==> config.mk <==
export PLATFORM = sky130hd
export DESIGN_NAME = rob_retire_ctrl
export DESIGN_NICKNAME = d
export VERILOG_FILES = /design/src/rtl/rob_retire_ctrl_pkg.sv /design/src/rtl/rob_retire_ctrl.sv
export SDC_FILE = /design/constraint.sdc
export NUM_CORES = 1
export LEC_CHECK = 0
export BUFFER_PORTS_ARGS = -buffer_cell sky130_fd_sc_hd__buf_2
export CORE_ASPECT_RATIO = 1.5
export CORE_MARGIN = 5
export CORE_UTILIZATION = 40
export DETAILED_ROUTE_END_ITERATION = 8
export PLACE_DENSITY = 0.72
export SYNTH_ARGS = -nofsm -noshare
export SYNTH_HDL_FRONTEND = slang
export SYNTH_SLANG_ARGS = --single-unit
==> constraint.sdc <==
create_clock -name clk -period 10.3 [get_ports clk]
set_input_delay 2.06 -clock clk [delete_from_list [all_inputs] [get_ports clk]]
set_output_delay 2.06 -clock clk [all_outputs]
set_load 0.03 [all_outputs]
==> src/rtl/rob_retire_ctrl_pkg.sv <==
// rtl/rob_retire_ctrl_pkg.sv - shared types and constants for ROB retirement control
`ifndef SD
`define SD
`endif

package rob_retire_ctrl_pkg;
    localparam int PRF_IDX_DEF = 6;
    localparam int ROB_IDX     = 5;

    typedef enum logic [1:0] {
        RUN     = 2'd0,
        FLUSH   = 2'd1,
        RECOVER = 2'd2,
        HALT    = 2'd3
    } retire_state_t;
endpackage

==> src/rtl/rob_retire_ctrl.sv <==
// rtl/rob_retire_ctrl.sv - 2-wide in-order retirement, mispredict recovery and halt sequencing
module rob_retire_ctrl
    import rob_retire_ctrl_pkg::*;
#(
    parameter int PRF_IDX        = PRF_IDX_DEF,
    parameter int RECOVER_CYCLES = 2,
    parameter int CNT_W          = 32
) (
    input  logic               clk,
    input  logic               reset,
    input  logic               h1_valid,
    input  logic               h1_done,
    input  logic               h1_mispred,
    input  logic               h1_halt,
    input  logic [63:0]        h1_target,
    input  logic [PRF_IDX-1:0] h1_pdest,
    input  logic               h2_valid,
    input  logic               h2_done,
    input  logic               h2_mispred,
    input  logic               h2_halt,
    input  logic [63:0]        h2_target,
    input  logic [PRF_IDX-1:0] h2_pdest,
    output logic               retire1,
    output logic               retire2,
    output logic [PRF_IDX-1:0] free_pdest1,
    output logic [PRF_IDX-1:0] free_pdest2,
    output logic               flush,
    output logic [63:0]        redirect_pc,
    output logic               stall_dispatch,
    output logic               halted,
    output logic [CNT_W-1:0]   retired_cnt
);
    localparam int RC_W = $clog2(RECOVER_CYCLES + 1);

    retire_state_t state, next_state;
    logic [RC_W-1:0] rec_cnt, next_rec_cnt;
    logic [63:0]     next_redirect;
    logic            young_mispred, young_halt;
    logic [63:0]     young_target;

    assign free_pdest1 = h1_pdest;
    assign free_pdest2 = h2_pdest;

    always_comb begin
        next_state    = state;
        next_rec_cnt  = rec_cnt;
        next_redirect = redirect_pc;
        retire1       = 1'b0;
        retire2       = 1'b0;
        young_mispred = 1'b0;
        young_halt    = 1'b0;
        young_target  = h1_target;
        case (state)
            RUN: begin
                retire1 = h1_valid & h1_done;
                retire2 = retire1 & h2_valid & h2_done & ~h1_mispred & ~h1_halt;
                // The youngest retiring entry decides the next state
                if (retire2) begin
                    young_mispred = h2_mispred;
                    young_halt    = h2_halt;
                    young_target  = h2_target;
                end else if (retire1) begin
                    young_mispred = h1_mispred;
                    young_halt    = h1_halt;
                end
                if (young_mispred) begin
                    next_state    = FLUSH;
                    next_redirect = young_target;
                end else if (young_halt) begin
                    next_state = HALT;
                end
            end
            FLUSH: begin
                next_rec_cnt = RC_W'(RECOVER_CYCLES - 1);
                next_state   = RECOVER;
            end
            RECOVER: begin
                if (rec_cnt == '0) next_state = RUN;
                else next_rec_cnt = rec_cnt - RC_W'(1);
            end
            HALT: next_state = HALT;
            default: next_state = RUN;
        endcase
    end

    always_ff @(posedge clk) begin
        if (reset) begin
            state          <= RUN;
            rec_cnt        <= '0;
            redirect_pc    <= '0;
            flush          <= 1'b0;
            stall_dispatch <= 1'b0;
            halted         <= 1'b0;
            retired_cnt    <= '0;
        end else begin
            state          <= next_state;
            rec_cnt        <= next_rec_cnt;
            redirect_pc    <= next_redirect;
            flush          <= (next_state == FLUSH);
            stall_dispatch <= (next_state == FLUSH) || (next_state == RECOVER);
            halted         <= (next_state == HALT);
            retired_cnt    <= retired_cnt + {{(CNT_W-1){1'b0}}, retire1}
                                          + {{(CNT_W-1){1'b0}}, retire2};
        end
    end
endmodule

==> impl_results.md, run 1 <==
- H-tree depth: 3
- Yosys warnings: 0
- Crit-path slowest cell: and4b_1
- Vias/cell: 5.200
- CP required: 8.24 ns
- Sequential area share after synthesis: 0.4351
- Lkg Pwr: 0.002602 µW
- Share of cells above drive strength 1: 0.3667
- Period Utilization, post-route: 0.4972
- Setup Total Neg Slack: 0 ns
- Max incr delay on CP: 0.30 ns
- CP cell instances: buf_2, and4b_1, and2_4, nand2_1, inv_1, buf_2
- Die height: 143.3 µm
- Most frequent cells in the layout: buf_2, dfxtp_1, nor2_1
- # port buffers: 238
- Synth area leaders: dfxtp_1, mux2i_1, a211oi_1, nor2_1, a21oi_1
- P_sw: 248.9 µW
- Switching Share: 0.2740
- Detailed Route WL: 14020 µm
- Nets: 870
- Detailed-router iteration count before antenna repair: 4
- Syn Inst Count: 512
- CTS Buffer Depth: 2
- Fillers: 1077
- CTS hold repair buffers: 0
- Synthesized cell area: 4740 µm²
- Clk root buf: clkbuf_16
- Gp weighted congestion: 0.8621
- Residual DRC: 0
- Vias in the first global route: 4490
- Initial Util: 0.4089
- Rows: 48
- Sequential share of power: 0.470
- Status: completed
- Worst-path clk slew: 0.06 ns
- CP endpoint kind: primary output
- Least-Margin Pin Slew: 1.090 ns
- Post-CTS sizing: 0
- Final Skew: 0.007537 ns
- Post-synth top area cell: dfxtp_1
- P_int: 659.4 µW
- Cell area power density: 146.7 nW/µm²
- Post-CTS Setup Inserts: 0
- Avg WL per Cell: 16.11 µm
- Final Util: 0.5341
- Min-delay worst type: reg -> reg
- Hold Fails Final Rpt: 0
- First-pass GRT wire length: 21650 µm
- CP Launch Type: input port
- Die width: 98.88 µm
- CP most frequent cell: buf_2
- Max IR drop VDD: 0.07319 mV
- Maxcap violations: 0
- RSZ-0062 raised after global routing: false
- DR vias: 4524
- Ys async rst share: 0
- Ant diodes: 0
- Core box area: 11590 µm²
- Final hold slack: 0.4900 ns
- CP startpoint: h1_halt
- Hpwl dp: 11030 µm
- Initial drt markers: 123
- Initial antenna violation count: 0
- Most common cell after layout, fill and taps aside: buf_2
- # setup viols final: 0
- Max-slew violations: 0
- Combinational Power Share: 0.156
- Yosys cell types: 44
- Number of synthesized flops with an enable pin: 0
- Worst-skew pair later-pin latency: 0.35 ns
- Worst slew margin: 0.2736
- Clk pwr share: 0.375
- Fin crit period: 5.121 ns
- Gr ovfl total: 0
- Main synth FF type: dfxtp_1
- Worst path arrival time: 3.06 ns
- Worst setup path class: in -> out
- F_max: 195.3 MHz
- # IOs: 263
- Clock sink count: 103
- Worst r2r src: state[0]$_SDFF_PP0_
- Beginning of the worst hold path: retired_cnt[29]$_SDFF_PP0_
- Final ANT Viol Nets: 0
- Worst R2R Setup Slack: 7.07 ns
- Die ar.: 14170 µm²
- Flops & latches, synth: 103
- CTS tree: done
- Synth top area share: 0.4351
- Mapped Nets: 667
- Crit Path Max Fanout: 3
- Synth-to-layout area growth: 30.62%
- GRT Overall Usage: 0.1910
- Avg Cell Area, Syn: 9.257 µm²
- Largest net degree at the start of global routing: 105
- Inserted Clock Buffers: 9
## final timing paths
kind	end	cells after the start
setup reg to reg	retired_cnt[28]$_SDFF_PP0_	9
hold reg to reg	retired_cnt[29]$_SDFF_PP0_	2
hold / removal	retired_cnt[29]$_SDFF_PP0_	2
setup / recovery	retire2	6
## final cells by class
cell class                      instances  area [µm²]  share of cell area
Clock inverter                          6       71.32             0.01152
Multi-Input combinational cell        347        2380              0.3844
Clock buffer                           10       229.0             0.03698
Sequential cell                       103        2062              0.3331
Timing Repair Buffer                  240        1209              0.1952
Inverter                               14       52.55            0.008488
Tap cell                              150       187.7             0.03032
## registers in the layout (all words and copies together), names as in the netlist
register / count
halted: 1
redirect_pc: 64
flush: 1
retired_cnt: 32
state: 2
rec_cnt: 2
stall_dispatch: 1
## through the flow
stage / area (µm²) / total power (µW) / setup WS, ns / std cells
floorplan: 4740 / 528.7 / 4.964 / 512
global placement: 5891 / 574.3 / 5.188 / 854
finish: 6191 / 908.3 / 5.179 / 870
detailed placement: 5891 / 578.4 / 5.057 / 854
CTS: 6191 / 917.4 / 5.169 / 870
global route: 6191 / 946.8 / 5.102 / 870
## Yosys cell counts, types with 2 or more instances
library cell	n
nor2b_1	6
xor2_1	6
nand4_1	7
and4_1	4
a211oi_1	64
o31ai_1	12
or3_1	6
and2_1	3
inv_1	14
nand4b_1	2
and3_1	2
and4b_1	2
mux2i_1	64
clkbuf_1	22
nand2_1	13
nor2_1	82
mux2_2	2
dfxtp_1	103
nand3_1	7
or4_1	11
o21ai_0	7
ha_1	4
xnor2_1	5
buf_6	2
a21oi_1	21
nor3_1	2
buf_2	11
buf_4	12
## worst max-delay path, delay by kind of cell
family | cells | cell delay [ns]
simple gates | 3 | 0.59
buf+inv | 3 | 0.41
## cell families (layout without fill, tap and decap cells)
kind of cell / after synthesis / in the layout / share of synthesized area
simple gates: 156 / 156 / 0.1647
compound gates: 109 / 109 / 0.1595
flops: 103 / 103 / 0.4351
mux: 66 / 66 / 0.1399
buf+inv: 62 / 270 / 0.06573
xor+xnor: 11 / 11 / 0.02033
fa+ha+maj: 5 / 5 / 0.01478
## power groups by stage
| stage | clock, µW | sequential, µW | combinational [µW] |
|---|---|---|---|
| after floorplan | 0 | 468 | 60.4 |
| after global placement | 0 | 435 | 139 |
| after detailed placement | 0 | 436 | 143 |
| after CTS | 348 | 427 | 143 |
| after global routing | 364 | 429 | 154 |
| final | 340 | 427 | 141 |
## layer usage
layer	part of all wire	routed length [µm]	track usage
met1	0.40	5537	0.2303
met2	0.49	6841	0.3279
met3	0.088	1230	0.03983
met4	0.029	406	0.08273
met5	0	0	0
Power figures use the tool's default switching activity.
==> run 2: changes to the inputs <==
--- a/config.mk
+++ b/config.mk
@@ -5,12 +5,13 @@
 export SDC_FILE = /design/constraint.sdc
 export NUM_CORES = 1
 export LEC_CHECK = 0
+export ABC_AREA = 1
 export BUFFER_PORTS_ARGS = -buffer_cell sky130_fd_sc_hd__buf_2
 export CORE_ASPECT_RATIO = 1.5
 export CORE_MARGIN = 5
 export CORE_UTILIZATION = 40
 export DETAILED_ROUTE_END_ITERATION = 8
-export PLACE_DENSITY = 0.72
+export PLACE_DENSITY = 0.73
 export SYNTH_ARGS = -nofsm -noshare
 export SYNTH_HDL_FRONTEND = slang
 export SYNTH_SLANG_ARGS = --single-unit
==> constraint.sdc (replaced) <==
create_clock -name clk -period 4.6 [get_ports clk]
set_input_delay 0.92 -clock clk [delete_from_list [all_inputs] [get_ports clk]]
set_output_delay 0.92 -clock clk [all_outputs]
set_load 0.03 [all_outputs]
==> run 2 against run 1 <==
  * Clock power grew 130%
  * First-iteration DRC count up 76%
  * Combinational power rose by 140%
  * Global-route usage is 0.96 points higher
  * Via count up 31%
  * Register-to-register slack lost 5.2 ns
  * Design area rose by 8.4%
  * Worst hold slack lost 0.060 ns
  * Cell count rose by 38%
  * Clock skew increased by 0.0036 ns
  * Sequential cell count unchanged
  * Critical endpoint is now retired_cnt[20]$_SDFF_PP0_
  * Largest cell class unchanged
==> impl_results.md, run 2 <==
- Biggest register: redirect_pc
- CP required: 4.88 ns
- Vias in the first global route: 5527
- Initial drt markers: 217
- Sequential area share after synthesis: 0.3865
- Switching Share: 0.2873
- Syn Inst Count: 841
- Sequential share of power: 0.461
- Number of flip-flops under the largest register name: 64
- Rows: 51
- Min-delay worst type: reg -> reg
- Gp weighted congestion: 0.9257
- Lkg Pwr: 0.003438 µW
- Post-CTS sizing: 0
- Post-synth top area cell: dfxtp_1
- Combinational Power Share: 0.161
- Ys async rst share: 0
- CTS tree: done
- F_max: 330.4 MHz
- Hpwl dp: 12590 µm
- Max IR drop VDD: 0.1501 mV
- Cell area power density: 308.3 nW/µm²
- Most frequent cell after synthesis: nand2_1
- # IOs: 263
- Clock sink count: 103
- H-tree depth: 3
- Gr ovfl total: 0
- Synthesized cell area: 5335 µm²
- Avg WL per Cell: 13.79 µm
- CP Launch Type: input port
- Mapped Nets: 996
- Worst-path clk slew: 0.07 ns
- CP endpoint kind: flop
- Nets: 1193
- Largest net degree at the start of global routing: 76
- Post-Place Worst Slack: 1.196 ns
- Hold Fails Final Rpt: 0
- Final ANT Viol Nets: 0
- Initial antenna violation count: 0
- Synth area leaders: dfxtp_1, nand2_1, nor2_1, nand3_1, o21ai_1
- Clk root buf: clkbuf_16
- Most common cell after layout, fill and taps aside: buf_2
- GRT Overall Usage: 0.2006
- Inserted Clock Buffers: 9
- Avg Cell Area, Syn: 6.344 µm²
- Residual DRC: 0
- Core box area: 13020 µm²
- # port buffers: 238
- Synth top area share: 0.3865
- Yosys warnings: 0
- Worst path arrival time: 3.31 ns
- Setup Total Neg Slack: 0 ns
- Main synth FF type: dfxtp_1
- Biggest regs: redirect_pc: 64 flops, retired_cnt: 32 flops
- FF-to-FF path depth: 13
- Synth-to-layout area growth: 25.84%
- CTS Buffer Depth: 2
- Yosys cell types: 26
- Share of cells above drive strength 1: 0.2608
- Cells on Worst Hold Path: 1
- Detailed Route WL: 16570 µm
- Initial Util: 0.4098
- Worst-skew pair later-pin latency: 0.34 ns
- # setup viols final: 0
- Fin crit period: 3.027 ns
- Final Skew: 0.01112 ns
- Top post-synthesis cells by count: nand2_1, nor2_1, dfxtp_1, nand3_1, o21ai_1
- Crit Path Max Fanout: 5
- Fin worst setup slack: 1.573 ns
- Most frequent cells in the layout: buf_2, nand2_1, nor2_1
- Least-Margin Pin Slew: 1.104 ns
- RSZ-0062 raised after global routing: false
- Flops & latches, synth: 103
- CTS hold repair buffers: 0
- Max-slew violations: 0
- Period Utilization, post-route: 0.6581
- P_int: 1475 µW
- First-pass GRT wire length: 26030 µm
- Vias/cell: 4.943
- Die width: 104.3 µm
- P_sw: 594.5 µW
- Post-CTS Setup Inserts: 0
- Detailed-router iteration count before antenna repair: 4
- Ant diodes: 0
- Status: completed
- Maxcap violations: 0
- Number of synthesized flops with an enable pin: 0
- DR vias: 5941
- Worst slew margin: 0.2631
- Die height: 151.4 µm
- Clk pwr share: 0.378
- Worst setup path class: in -> reg
- Die ar.: 15800 µm²
==> run 2: cell types whose count changed in the layout (fill, tap and decap cells not counted), moves of 11 or more <==
cell | before | now
a211oi_1 | 64 | 0
mux2i_1 | 64 | 0
o31ai_1 | 12 | 0
nor2_1 | 82 | 195
inv_1 | 14 | 42
nand3_1 | 7 | 90
o21ai_1 | 0 | 51
or4_1 | 11 | 0
o21ai_0 | 7 | 21
nand2_1 | 13 | 230
==> run 2: per-stage QoR <==
step | cell area [µm²] | cells | hold WS (ns) | power [µW] | utilization
final | 6714 | 1202 | 0.4300 | 2070 | 0.5158
after global routing | 6714 | 1202 | 0.4668 | 2169 | 0.5158
after CTS | 6714 | 1202 | 0.4347 | 2093 | 0.5158
after detailed placement | 6410 | 1186 | 0.4242 | 1309 | 0.4924
after global placement | 6410 | 1186 | 0.4128 | 1308 | 0.4924
after floorplan | 5335 | 841 | 0.4027 | 1204 | -
==> run 2: power by group through the flow <==
stage | logic (µW) | clock network, µW | registers, µW
floorplan | 155 | 0 | 1050
CTS | 337 | 803 | 954
detailed placement | 336 | 0 | 973
global route | 368 | 842 | 959
finish | 334 | 782 | 954
global placement | 335 | 0 | 973
==> run 2: kinds of logic (layout without fill, tap and decap cells) <==
group	Yosys count	count (layout)	share of synthesized area
simple gates	529	529	0.4013
flops	103	103	0.3865
buf+inv	102	304	0.1004
compound gates	99	99	0.09381
fa+ha+maj	5	5	0.01313
xor+xnor	3	3	0.004926
==> run 2: path summary, 6_finish.rpt <==
path | from | endpoint | slack [ns]
setup / recovery | h1_valid | retired_cnt[20]$_SDFF_PP0_ | 1.57
hold / removal | rec_cnt[0]$_SDFFE_PP0P_ | rec_cnt[0]$_SDFFE_PP0P_ | 0.43
setup reg to reg | state[0]$_SDFF_PP0_ | retired_cnt[20]$_SDFF_PP0_ | 1.91
hold reg to reg | rec_cnt[0]$_SDFFE_PP0P_ | rec_cnt[0]$_SDFFE_PP0P_ | 0.43
==> run 2: final cells by class <==
cell class	count	area, µm²
clock buffers	9	225.2
clock inverters	7	78.83
fillers	1387	6304
inverters	44	165.2
multi-input cells	636	2748
flip-flops and latches	103	2062
well taps	159	198.9
repair buffers	244	1236
==> run 2: worst max-delay path, stage by stage <==
cell and delay, ns:
buf_2 0.10, nand2_2 0.10, nor2_4 0.13, nand2_2 0.06, nor2_1 0.19, inv_1 0.09, fa_1 0.47, inv_1 0.14
ha_1 0.20, nand3_1 0.15, nor2_2 0.22, nand3_1 0.19, o21ai_1 0.17, nand2_1 0.06, nor2_1 0.11
==> run 2: metal layers <==
metal  up-vias  routed length, µm  track usage
li1       3046                  -            -
met1      2630               6336       0.2203
met2       225               8411       0.3569
met3        40               1211      0.05416
met4         0                613      0.09592
met5         -                  0            0
==> run 3: changes to the inputs <==
--- a/config.mk
+++ b/config.mk
@@ -5,13 +5,13 @@
 export SDC_FILE = /design/constraint.sdc
 export NUM_CORES = 1
 export LEC_CHECK = 0
-export ABC_AREA = 1
+export ABC_AREA = 0
 export BUFFER_PORTS_ARGS = -buffer_cell sky130_fd_sc_hd__buf_2
 export CORE_ASPECT_RATIO = 1.5
 export CORE_MARGIN = 5
 export CORE_UTILIZATION = 40
 export DETAILED_ROUTE_END_ITERATION = 8
-export PLACE_DENSITY = 0.73
+export PLACE_DENSITY = 0.75
 export SYNTH_ARGS = -nofsm -noshare
 export SYNTH_HDL_FRONTEND = slang
 export SYNTH_SLANG_ARGS = --single-unit
==> constraint.sdc (replaced) <==
create_clock -name clk -period 2.47 [get_ports clk]
set_input_delay 0.494 -clock clk [delete_from_list [all_inputs] [get_ports clk]]
set_output_delay 0.494 -clock clk [all_outputs]
set_load 0.03 [all_outputs]
==> run 3 against run 2 <==
  * The run now ends with negative setup slack left
  * Utilization increased by 4.4 points
  * First-iteration DRC count decreased by 37%
  * Register-to-register slack got worse by 2.0 ns
  * Non-clock buffer count increased by 17
  * Clock skew decreased by 0.0013 ns
  * Total power increased by 86%
  * Combinational power increased by 85%
  * Critical path type unchanged
  * Largest cell class unchanged
  * Largest power group unchanged
==> impl_results.md, run 3 (synthesized netlist as in run 1, its figures left out) <==
- Status: finished, violations left
- Failing checks: negative setup slack
- # setup viols final: 6
- Avg WL per Cell: 16.54 µm
- H-tree depth: 3
- Period Utilization, post-route: 1.034
- CP endpoint kind: flop
- Worst path arrival time: 2.82 ns
- Sequential share of power: 0.460
- Switching Share: 0.2733
- Fillers: 1058
- Die height: 143.3 µm
- DR vias: 4733
- RSZ-0062 raised after global routing: true
- Clock sink count: 103
- Initial antenna violation count: 1
- Worst setup path class: in -> reg
- Worst-path clk slew: 0.07 ns
- Worst slew margin: 0.3051
- # IOs: 263
- Fin crit period: 2.553 ns
- Inserted Clock Buffers: 9
- F_max: 391.6 MHz
- Hold Crit Endpoint: redirect_pc[19]$_SDFFE_PP0P_
- Fin worst setup slack: -0.08342 ns
- Beginning of the worst hold path: h1_target[19]
- Share of cells above drive strength 1: 0.3984
- CP required: 2.74 ns
- CTS hold repair buffers: 0
- Initial Util: 0.4089
- Final Skew: 0.009806 ns
- Least-Margin Pin Slew: 1.042 ns
- # port buffers: 238
- Core box area: 11590 µm²
- Biggest register: redirect_pc
- Maxcap violations: 0
- Combinational Power Share: 0.160
- GRT Overall Usage: 0.1978
- Die ar.: 14170 µm²
- Gp weighted congestion: 0.9023
- Min-delay worst type: in -> reg
- Max IR drop VDD: 0.2977 mV
- Cells on Worst Hold Path: 3
- Synth-to-layout area growth: 36.85%
- CTS tree: done
- Gr ovfl total: 0
- CP startpoint: h1_halt
- Vias in the first global route: 4723
- Final Util: 0.5596
- Most common cell after layout, fill and taps aside: buf_2
- CTS Buffer Depth: 2
- First-pass GRT wire length: 22510 µm
- Clk pwr share: 0.380
- Die width: 98.88 µm
- Worst R2R Setup Slack: -0.04 ns
- Largest net degree at the start of global routing: 97
- Initial drt markers: 136
- Vias/cell: 5.294
- P_sw: 1054 µW
- Lkg Pwr: 0.002741 µW
- Worst-skew pair later-pin latency: 0.35 ns
- Final ANT Viol Nets: 0
- Detailed Route WL: 14780 µm
- Residual DRC: 0
- Hold Fails Final Rpt: 0
- Most frequent cells in the layout: buf_2, dfxtp_1, nor2_1
- Max-slew violations: 0
- Detailed-router iteration count before antenna repair: 4
- Hpwl dp: 11560 µm
- Biggest regs: redirect_pc: 64 flops, retired_cnt: 32 flops
- Critical R2R Capture: retired_cnt[29]$_SDFF_PP0_
- CP Launch Type: input port
- Setup Total Neg Slack: -0.3035 ns
- Nets: 893
- FF-to-FF path depth: 8
- Cell area power density: 594.8 nW/µm²
- Crit Path Max Fanout: 5
- Number of flip-flops under the largest register name: 64
- P_int: 2804 µW
- Worst r2r src: state[0]$_SDFF_PP0_
- Rows: 48
- Clk root buf: clkbuf_16
run 3: cell count changes in the layout (fill, tap and decap cells not counted), sizes merged, moves of 64 or more:
| cell | delta |
|---|---|
| nand2 | -221 |
| a211oi | +64 |
| o21ai | -65 |
| nor2 | -119 |
| mux2i | +64 |
| nand3 | -81 |
run 3: layout make-up:
type / count / area [µm²] / area share
inverters: 14 / 52.55 / 0.008102
multi-input cells: 349 / 2464 / 0.3798
clock inverters: 6 / 73.82 / 0.01138
diodes: 1 / 2.502 / 0.0003858
clock buffers: 10 / 239.0 / 0.03684
well taps: 150 / 187.7 / 0.02894
flip-flops and latches: 103 / 2062 / 0.3179
repair buffers: 261 / 1405 / 0.2166
run 3: timing repair:
action / CTS / global route
pin swaps: 2 / 5
cloned: 1 / 1
endpoints found under the setup margin: 6 / 14
resized for setup: 5 / 5
buffers inserted: 2 / 1
run 3: how the worst max path moves through the flow:
stage          cells past startpoint                         end  slack (ns)
2_1_floorplan                     11  retired_cnt[23]$_SDFF_PP0_       -0.53
3_3_place_gp                       9  retired_cnt[29]$_SDFF_PP0_       -0.43
3_5_place_dp                       9  retired_cnt[29]$_SDFF_PP0_       -0.47
4_1_cts                            9  retired_cnt[29]$_SDFF_PP0_       -0.08
5_1_grt                            9  retired_cnt[29]$_SDFF_PP0_       -0.17
6_report                           9  retired_cnt[29]$_SDFF_PP0_       -0.08
run 3: through the flow:
stage	hold slack, ns	instances	total power, µW	worst slack [ns]	instance area (µm²)
global route	0.5000	894	4032	-0.1720	6486
finish	0.4869	894	3858	-0.08342	6486
detailed placement	0.4872	872	2432	-0.4749	6080
CTS	0.4763	891	3910	-0.08349	6436
floorplan	0.4775	512	2208	-0.5296	4797
global placement	0.4696	872	2411	-0.4333	6080
run 3: critical path, cell delays in order:
cell,delay [ns]
buf_6,0.09
and4b_1,0.25
and2_4,0.18
nand2_4,0.06
fa_2,0.36
or2b_4,0.28
or4_4,0.46
or4_1,0.51
a21oi_1,0.14
run 3: routing by layer:
layer	vias up	wire length (µm)	GRT usage
met5	-	0	0
met4	0	432	0.09928
met3	38	1156	0.04420
met2	222	7770	0.3538
met1	2167	5425	0.2187
li1	2306	-	-
run 3: power groups by stage:
stage,sequential [µW],combinational [µW],clock [µW]
after detailed placement,1810,621,0
after CTS,1770,623,1510
after floorplan,1950,255,0
final,1770,617,1470
after global placement,1810,602,0
after global routing,1780,671,1580
